## config.mk

```make
export PLATFORM = sky130hd
export DESIGN_NAME = serial_feeder
export DESIGN_NICKNAME = d
export VERILOG_FILES = /design/src/rtl/serial_feeder_pkg.sv /design/src/rtl/serial_feeder_bit_counter.sv /design/src/rtl/serial_feeder.sv
export SDC_FILE = /design/constraint.sdc
export NUM_CORES = 1
export LEC_CHECK = 0
export ABC_AREA = 0
export CAP_MARGIN = 15
export CORE_AREA = 2 2 43 45
export CTS_BUF_LIST = sky130_fd_sc_hd__clkbuf_16
export CTS_CLUSTER_SIZE = 10
export DETAILED_ROUTE_END_ITERATION = 8
export DIE_AREA = 0 0 45 47
export RECOVER_POWER = 100
export SLEW_MARGIN = 20
export SYNTH_ARGS = -nofsm -noshare
export SYNTH_HDL_FRONTEND = slang
export SYNTH_HIERARCHICAL = 1
export SYNTH_SLANG_ARGS = --single-unit
```

## constraint.sdc

```tcl
create_clock -name clk -period 1.6 [get_ports clk]
set_input_delay 0.16 -clock clk [delete_from_list [all_inputs] [get_ports clk]]
set_output_delay 0.16 -clock clk [all_outputs]
set_load 0.1 [all_outputs]
```

## src/rtl/serial_feeder_pkg.sv

```systemverilog
// serial_feeder_pkg: shared state type and count-width helper for the serial feeder
package serial_feeder_pkg;

    typedef enum logic {
        IDLE  = 1'b0,
        SHIFT = 1'b1
    } state_t;

    localparam int DEFAULT_NUM_BITS = 8;

    function automatic int cnt_width(input int n);
        return (n <= 2) ? 1 : $clog2(n);
    endfunction

    localparam int DEFAULT_CNT_W = cnt_width(DEFAULT_NUM_BITS);

endpackage

```

## src/rtl/serial_feeder_bit_counter.sv

```systemverilog
// bit_counter: clearable, enableable bit counter with terminal flag at NUM_BITS-1
module bit_counter
    import serial_feeder_pkg::*;
#(
    parameter int NUM_BITS = DEFAULT_NUM_BITS,
    parameter int CW       = cnt_width(NUM_BITS)
) (
    input  logic          clk,
    input  logic          n_rst,
    input  logic          clr,
    input  logic          en,
    output logic [CW-1:0] cnt,
    output logic          last
);

    localparam logic [CW-1:0] TC = CW'(NUM_BITS - 1);

    assign last = (cnt == TC);

    // count consumed bits; clear wins over enable and the terminal value wraps to zero
    always_ff @(posedge clk or negedge n_rst) begin
        if (!n_rst)
            cnt <= '0;
        else if (clr)
            cnt <= '0;
        else if (en)
            cnt <= last ? '0 : cnt + 1'b1;
    end

endmodule

```

## src/rtl/serial_feeder.sv

```systemverilog
// serial_feeder: parallel-to-serial stage feeding a serial sequence detector
module serial_feeder
    import serial_feeder_pkg::*;
#(
    parameter int NUM_BITS  = DEFAULT_NUM_BITS,
    parameter bit MSB_FIRST = 1'b1,
    parameter bit IDLE_BIT  = 1'b0
) (
    input  logic                clk,
    input  logic                n_rst,
    input  logic [NUM_BITS-1:0] data_in,
    input  logic                data_valid,
    output logic                data_ready,
    input  logic                shift_enable,
    output logic                serial_out,
    output logic                busy,
    output logic                frame_done
);

    localparam int CW = cnt_width(NUM_BITS);

    state_t              state;
    logic [NUM_BITS-1:0] shreg;
    logic [NUM_BITS-1:0] shreg_next;
    logic [CW-1:0]       cnt;
    logic                last;
    logic                accept;
    logic                advance;

    assign busy       = (state == SHIFT);
    assign advance    = busy && shift_enable;
    assign frame_done = advance && last;
    assign data_ready = !busy || frame_done;
    assign accept     = data_valid && data_ready;
    assign shreg_next = MSB_FIRST ? {shreg[NUM_BITS-2:0], IDLE_BIT} : {IDLE_BIT, shreg[NUM_BITS-1:1]};
    assign serial_out = busy ? (MSB_FIRST ? shreg[NUM_BITS-1] : shreg[0]) : IDLE_BIT;

    bit_counter #(
        .NUM_BITS (NUM_BITS),
        .CW       (CW)
    ) u_cnt (
        .clk   (clk),
        .n_rst (n_rst),
        .clr   (accept),
        .en    (advance),
        .cnt   (cnt),
        .last  (last)
    );

    // frame FSM and shift register: a new word loads even on the last bit, giving gapless frames
    always_ff @(posedge clk or negedge n_rst) begin
        if (!n_rst) begin
            state <= IDLE;
            shreg <= {NUM_BITS{IDLE_BIT}};
        end else if (accept) begin
            state <= SHIFT;
            shreg <= data_in;
        end else if (advance) begin
            state <= last ? IDLE : SHIFT;
            shreg <= shreg_next;
        end
    end

endmodule

```

==> flow_summary_export.csv, run 1 <==
group,metric,value,unit
clocking,cts_tree,"built",
logic_synthesis,synth.top_cells.by_count,"12 x dfrtp_1, 9 x mux2i_1, 8 x nand3_1, 8 x o21ai_2",
placement,gp_congestion,0.6708,
grt,grt_max_degree,13,
logic_synthesis,synth_top_family_by_area,"simple AND/OR/NAND/NOR gates",
grt,track_usage,0.1418,
grt,grt_pass1_vias,462,
power_and_ir_drop,pwr-share-comb,0.410,
drt,viasPerCell,4.872,
hold_path,hold_path_class,"input port to async pin",
logic_synthesis,syn_area,624.3,sq um
logic_synthesis,yosys_warnings,6,
logic_synthesis,ys_seq_area_frac,0.4810,
drt,via_count,458,
outcome,outcome,"finished clean",
setup_path,crit_type,"register to primary output",
sta,skew,2.478,ps
grt,grt_overflow,0,
sta,setup_ws,73.21,ps
grt,antenna_found_initial,0,
clocking,htreeDepth,1,
sta,rsz0062_at_grt,"no",
sta,max_slew.worst_pin.slew,540.2,ps
floorplanning,die_h,47,um
logic_synthesis,synth_adder_area_share,0.04008,
logic_synthesis,synth_top_area_frac,0.4810,
drt,wl_per_cell,12.77,um
logic_synthesis,synthCells,55,
floorplanning,ioPinCount,16,
power_and_ir_drop,power.density,1650,nW/um^2
logic_synthesis,synthTopCellsByArea,"dfrtp_1 48%, mux2i_1 14%, o21ai_2 11%, nand3_1 6.4%, ha_1 4.0%",
clocking,hold_buffers,0,
setup_path,cp_top_family,"flip-flops",
logic_synthesis,synth_compound_area_frac,0.1423,
flow_run,cap_viol_max_count,0,
floorplanning,placementRows,15,
grt,grt_pass1_wl,2049,um
drt,dr.pass1.iters,2,
layout,area_delta_synth_final,51.10,%
sta,holdWs,341.9,ps
setup_path,critPathLaunchType,"register",
clocking,cts.sinks,12,
logic_synthesis,synthXorXnorAreaFrac,0,
logic_synthesis,synth.most_common_cell,"dfrtp_1",
logic_synthesis,synthSimpleGateAreaFrac,0.1523,
power_and_ir_drop,clkPwrFrac,0.290,
logic_synthesis,synth_top_area_cell,"dfrtp_1",
floorplanning,fp.dieW,45,um
logic_synthesis,synth-main-ff-cell,"dfrtp_1",
setup_path,endpoint_kind,"primary output",
setup_path,crit_fanout,3,
power_and_ir_drop,switching_share,0.3475,
setup_path,rr_startpoint,"u_cnt/cnt[0]",
power_and_ir_drop,peakVddDrop,0.8686,mV
logic_synthesis,yosysUniqueCellTypes,16,
sta,setup_tns,0,ps
layout,drive_gt1_frac,0.3247,
logic_synthesis,synth_edf_count,0,
setup_path,cp_slowest_cell,"dfrtp_1",
drt,wl,1200,um
sta,clock.fmax,655.0,MHz
sta,finalHoldViolCount,0,
power_and_ir_drop,p_leak,0.4270,nW
placement,port_buffers,15,
power_and_ir_drop,p_int,1.016,mW
clocking,root_buffer,"clkbuf_16",
setup_path,crit_required,1440,ps
layout,diodes,0,
drt,drc_errors,0,
floorplanning,initial_core_util,0.3780,
power_and_ir_drop,power,1.557,mW
floorplanning,coreArea,1652,sq um
drt,drt-initial-drc-count,4,
layout,finalCoreUtilization,0.5712,
logic_synthesis,synthArstFlopShare,1.000,
setup_path,critPathMaxStageDelay,380,ps
sta,drv_slew,0,
drt,antenna_left,0,
placement,dp_hpwl,899.4,um
layout,fill_cells,139,
power_and_ir_drop,power_frac_seq,0.300,
clocking,clockBufferDepth,2,
power_and_ir_drop,switchingPower,0.5409,mW
logic_synthesis,syn_nets,69,
clocking,insertion_delay,240,ps
setup_path,arrival,1370,ps
setup_path,startpoint,"u_cnt/cnt[0]",
layout,fin_nets,92,
clocking,numCtsBuffers,3,
logic_synthesis,muxShareOfSynthArea,0.1443,
placement,place_ws,71.23,ps
sta,finalSetupViolCount,0,
floorplanning,dieArea,2115,sq um
setup_path,crit_buf_inv,1,
sta,finalCriticalPeriod,1527,ps
logic_synthesis,synth-seq-cells,12,
sta,slew_headroom,0.6414,
sta,period_share,0.9542,
setup_path,crit_chain,"ha_2 -> ha_4 -> a21bo_4 -> buf_8",
logic_synthesis,syn_avg_cell_area,11.35,sq um
clocking,clkTransAtPathRegs,40,ps
## power by group through the flow
| stage | registers, mW | clock network [mW] | logic [mW] |
|---|---|---|---|
| 2_1_floorplan | 0.478 | 0 | 0.413 |
| 3_3_place_gp | 0.466 | 0 | 0.657 |
| 3_5_place_dp | 0.466 | 0 | 0.658 |
| 4_1_cts | 0.470 | 0.462 | 0.697 |
| 5_1_grt | 0.479 | 0.484 | 0.694 |
| 6_report | 0.467 | 0.451 | 0.638 |
## stage by stage
stage               instance area (sq um)  cells
floorplan                           634.4     55
global placement                    879.6     90
detailed placement                  879.6     90
CTS                                 984.7     95
global route                        943.4     94
finish                              943.4     94
## cells in the final DEF, fill, tap and decap left out
cell type	synthesis	final
dfrtp_1	12	11
clkdlybuf4s50_1	0	10
mux2i_1	9	9
nand3_1	8	8
o21ai_2	8	6
buf_4	0	4
clkbuf_16	0	3
and2_0	0	2
o21ai_1	0	2
nand2b_1	2	2
buf_8	0	2
buf_12	0	2
nor2_1	2	2
nand2_2	0	1
inv_1	1	1
and3_2	0	1
a21bo_4	0	1
nand2_1	2	1
dfrtp_4	0	1
clkinv_1	0	1
dlygate4sd3_1	0	1
clkbuf_2	0	1
clkbuf_1	0	1
or3b_1	1	1
a21oi_2	1	1
ha_4	0	1
ha_2	0	1
## sequential cells by signal, summed over array words and instances (netlist names)
signal	cells
u_cnt/cnt	3
shreg	8
busy	1
## metal layers
metal  up-vias  share of wire  track usage
met2         9           0.48       0.2143
met3         0          0.060      0.05769
met4         0              0      0.05294
met5         -              0            0
li1        237              -            -
met1       212           0.46       0.1836
## timing repair
action                                  CTS  global route
hold endpoints to repair                  0             0
pin swaps                                 2             1
buffers inserted                          1             0
endpoints found under the setup margin    1             1
resized for setup                         4             1
## cell type report
class | instances | area (sq um) | share of cell area
clock inverters | 1 | 3.754 | 0.003979
multi-input cells | 39 | 316.6 | 0.3355
flip-flops and latches | 12 | 304.0 | 0.3223
well taps | 17 | 21.27 | 0.02255
repair buffers | 21 | 219.0 | 0.2321
clock buffers | 3 | 75.07 | 0.07958
inverters | 1 | 3.754 | 0.003979
## path summary, 6_finish.rpt
| path | cells past startpoint | slack [ps] | endpoint |
|---|---|---|---|
| min in group clk | 3 | 500 | shreg[7] |
| setup reg to reg | 6 | 80 | shreg[4] |
| setup / recovery | 4 | 70 | data_ready |
| hold reg to reg | 2 | 530 | shreg[0] |
| max in group asynchronous | 1 | 860 | busy |
| hold / removal | 1 | 340 | shreg[1] |
## logic make-up (layout without fill, tap and decap cells)
| logic type | after synthesis | after routing |
|---|---|---|
| AND/OR/NAND/NOR | 18 | 18 |
| flip-flops | 12 | 12 |
| AO/OA/AOI/OAI | 10 | 10 |
| multiplexers | 9 | 9 |
| buffers and inverters | 4 | 26 |
| adder cells (fa/ha/maj) | 2 | 2 |
Power figures use the tool's default switching activity.
==> run 2, diff against run 1 <==
--- a/config.mk
+++ b/config.mk
@@ -9,6 +9,7 @@
 export CAP_MARGIN = 15
 export CORE_AREA = 2 2 43 45
 export CTS_BUF_LIST = sky130_fd_sc_hd__clkbuf_16
+export CTS_CLUSTER_DIAMETER = 200
 export CTS_CLUSTER_SIZE = 10
 export DETAILED_ROUTE_END_ITERATION = 8
 export DIE_AREA = 0 0 45 47
==> results of run 2 <==
Final layout, timing and power as in run 1 (identical DEF).
==> run 3, diff against run 2 <==
--- a/config.mk
+++ b/config.mk
@@ -6,7 +6,7 @@
 export NUM_CORES = 1
 export LEC_CHECK = 0
 export ABC_AREA = 0
-export CAP_MARGIN = 15
+export CAP_MARGIN = 20
 export CORE_AREA = 2 2 43 45
 export CTS_BUF_LIST = sky130_fd_sc_hd__clkbuf_16
 export CTS_CLUSTER_DIAMETER = 200
==> constraint.sdc (replaced) <==
create_clock -name clk -period 1.9 [get_ports clk]
set_input_delay 0.19 -clock clk [delete_from_list [all_inputs] [get_ports clk]]
set_output_delay 0.19 -clock clk [all_outputs]
set_load 0.1 [all_outputs]
==> flow_summary_export.csv, run 3 (same netlist as run 1, synthesis figures left out) <==
group,metric,value,unit
outcome,outcome,"finished clean",
sta,rsz0062_at_grt,"no",
layout,seq_area,301.5,sq um
clocking,numCtsBuffers,3,
clocking,cts_tree,"built",
sta,max_slew.worst_pin.slew,535.5,ps
sta,drv_slew,0,
sta,slew_headroom,0.6428,
sta,skew,5.041,ps
setup_path,crit_type,"register to primary output",
setup_path,cp_slowest_cell,"dfrtp_1",
power_and_ir_drop,power,1.184,mW
power_and_ir_drop,power.density,1410,nW/um^2
setup_path,rr_endpoint,"shreg[3]",
setup_path,startpoint,"u_cnt/cnt[0]",
drt,dr.pass1.iters,3,
setup_path,reg2reg_depth,5,
grt,antenna_found_initial,0,
clocking,clockBufferDepth,2,
floorplanning,fp.dieW,45,um
layout,fill_cells,174,
layout,fin_nets,89,
drt,wl_per_cell,12.92,um
placement,gp_congestion,0.7329,
layout,final_cell_mix,"11 x dfrtp_1, 10 x clkdlybuf4s50_1, 9 x mux2i_1, 8 x nand3_1, 7 x o21ai_0",
setup_path,crit_required,1710,ps
setup_path,crit_fanout,10,
floorplanning,die_h,47,um
clocking,root_buffer,"clkbuf_16",
layout,drive_gt1_frac,0.1757,
placement,place_ws,248.1,ps
setup_path,crit_chain,"ha_1 -> ha_1 -> a21bo_2 -> buf_4 -> buf_8",
layout,max_flop_register,"shreg",
grt,grt_pass1_vias,444,
setup_path,critPathMaxStageDelay,390,ps
floorplanning,coreArea,1652,sq um
sta,finalCriticalPeriod,1774,ps
sta,period_share,0.9339,
setup_path,endpoint_kind,"primary output",
setup_path,arrival,1580,ps
flow_run,cap_viol_max_count,0,
floorplanning,placementRows,15,
drt,drc_errors,0,
clocking,cts.sinks,12,
floorplanning,ioPinCount,16,
floorplanning,initial_core_util,0.3780,
setup_path,rr_startpoint,"u_cnt/cnt[0]",
setup_path,regToRegSetupSlack,230,ps
power_and_ir_drop,p_leak,0.3969,nW
grt,grt_pass1_wl,2028,um
drt,antenna_left,0,
clocking,hold_buffers,0,
layout,multi_input_area,269.0,sq um
clocking,post_cts_resized,0,
sta,setup_ws,125.5,ps
drt,drt-initial-drc-count,4,
clocking,clkTransAtPathRegs,40,ps
clocking,htreeDepth,1,
setup_path,crit_buf_inv,2,
power_and_ir_drop,peakVddDrop,0.5708,mV
sta,finalSetupViolCount,0,
placement,dp_hpwl,886.2,um
setup_path,critPathLaunchType,"register",
layout,area_delta_synth_final,34.47,%
drt,wl,1176,um
setup_path,cp_top_family,"adder cells",
grt,track_usage,0.1371,
layout,final_common_cell,"dfrtp_1",
sta,setup_tns,0,ps
setup_path,cpMostUsedCell,"ha_1",
floorplanning,dieArea,2115,sq um
sta,finalHoldViolCount,0,
placement,port_buffers,15,
sta,clock.fmax,563.6,MHz
drt,viasPerCell,4.967,
hold_path,hold_path_class,"input port to async pin",
grt,grt_overflow,0,
layout,diodes,0,
drt,via_count,452,
layout,largest_reg_flops,8,
clocking,insertion_delay,240,ps
grt,grt_max_degree,13,
clocking,cts_setup_buffers,0,
==> run 3: worst reg2reg max path, cell delays in order (launching register included) <==
cell	delay (ps)
dfrtp_1	390
ha_1	200
ha_1	200
a21bo_2	220
and2_0	330
o21ai_0	250
==> run 3: metrics by stage <==
step	hold WS [ps]	instances	util	instance area, sq um
final	372.6	91	0.5083	839.6
after CTS	330.3	91	0.5402	892.1
after detailed placement	520.8	87	0.4924	813.3
after global placement	518.9	87	0.4924	813.3
after floorplan	-105.6	55	-	625.6
after global routing	428.7	91	0.5083	839.6
==> run 3: per-layer routing <==
metal / GRT usage / up-vias / part of all wire
met4: 0.08824 / 0 / 0.016
met2: 0.2057 / 8 / 0.48
met5: 0 / - / 0
li1: - / 233 / -
met3: 0.02308 / 2 / 0.039
met1: 0.1833 / 209 / 0.46
==> run 3: cell type report <==
class | instances | share of cell area
flip-flops and latches | 12 | 0.3592
repair buffers | 18 | 0.1967
well taps | 17 | 0.02534
clock inverters | 1 | 0.004471
clock buffers | 3 | 0.08942
inverters | 1 | 0.004471
multi-input cells | 39 | 0.3204
==> run 3: how the worst max path moves through the flow <==
| stage | cells after the start | slack (ps) | to |
|---|---|---|---|
| finish | 5 | 130 | data_ready |
| global placement | 5 | 280 | shreg[3] |
| global route | 5 | 60 | data_ready |
| CTS | 5 | 110 | data_ready |
| floorplan | 4 | 120 | u_cnt/cnt[0] |
| detailed placement | 5 | 250 | shreg[3] |
==> run 3: power breakdown <==
group,internal (mW),switching [mW],total [mW]
Combinational,0.154,0.266,0.419
Sequential,0.342,0.0457,0.388
Clock,0.276,0.100,0.377
Total,0.772,0.412,1.18
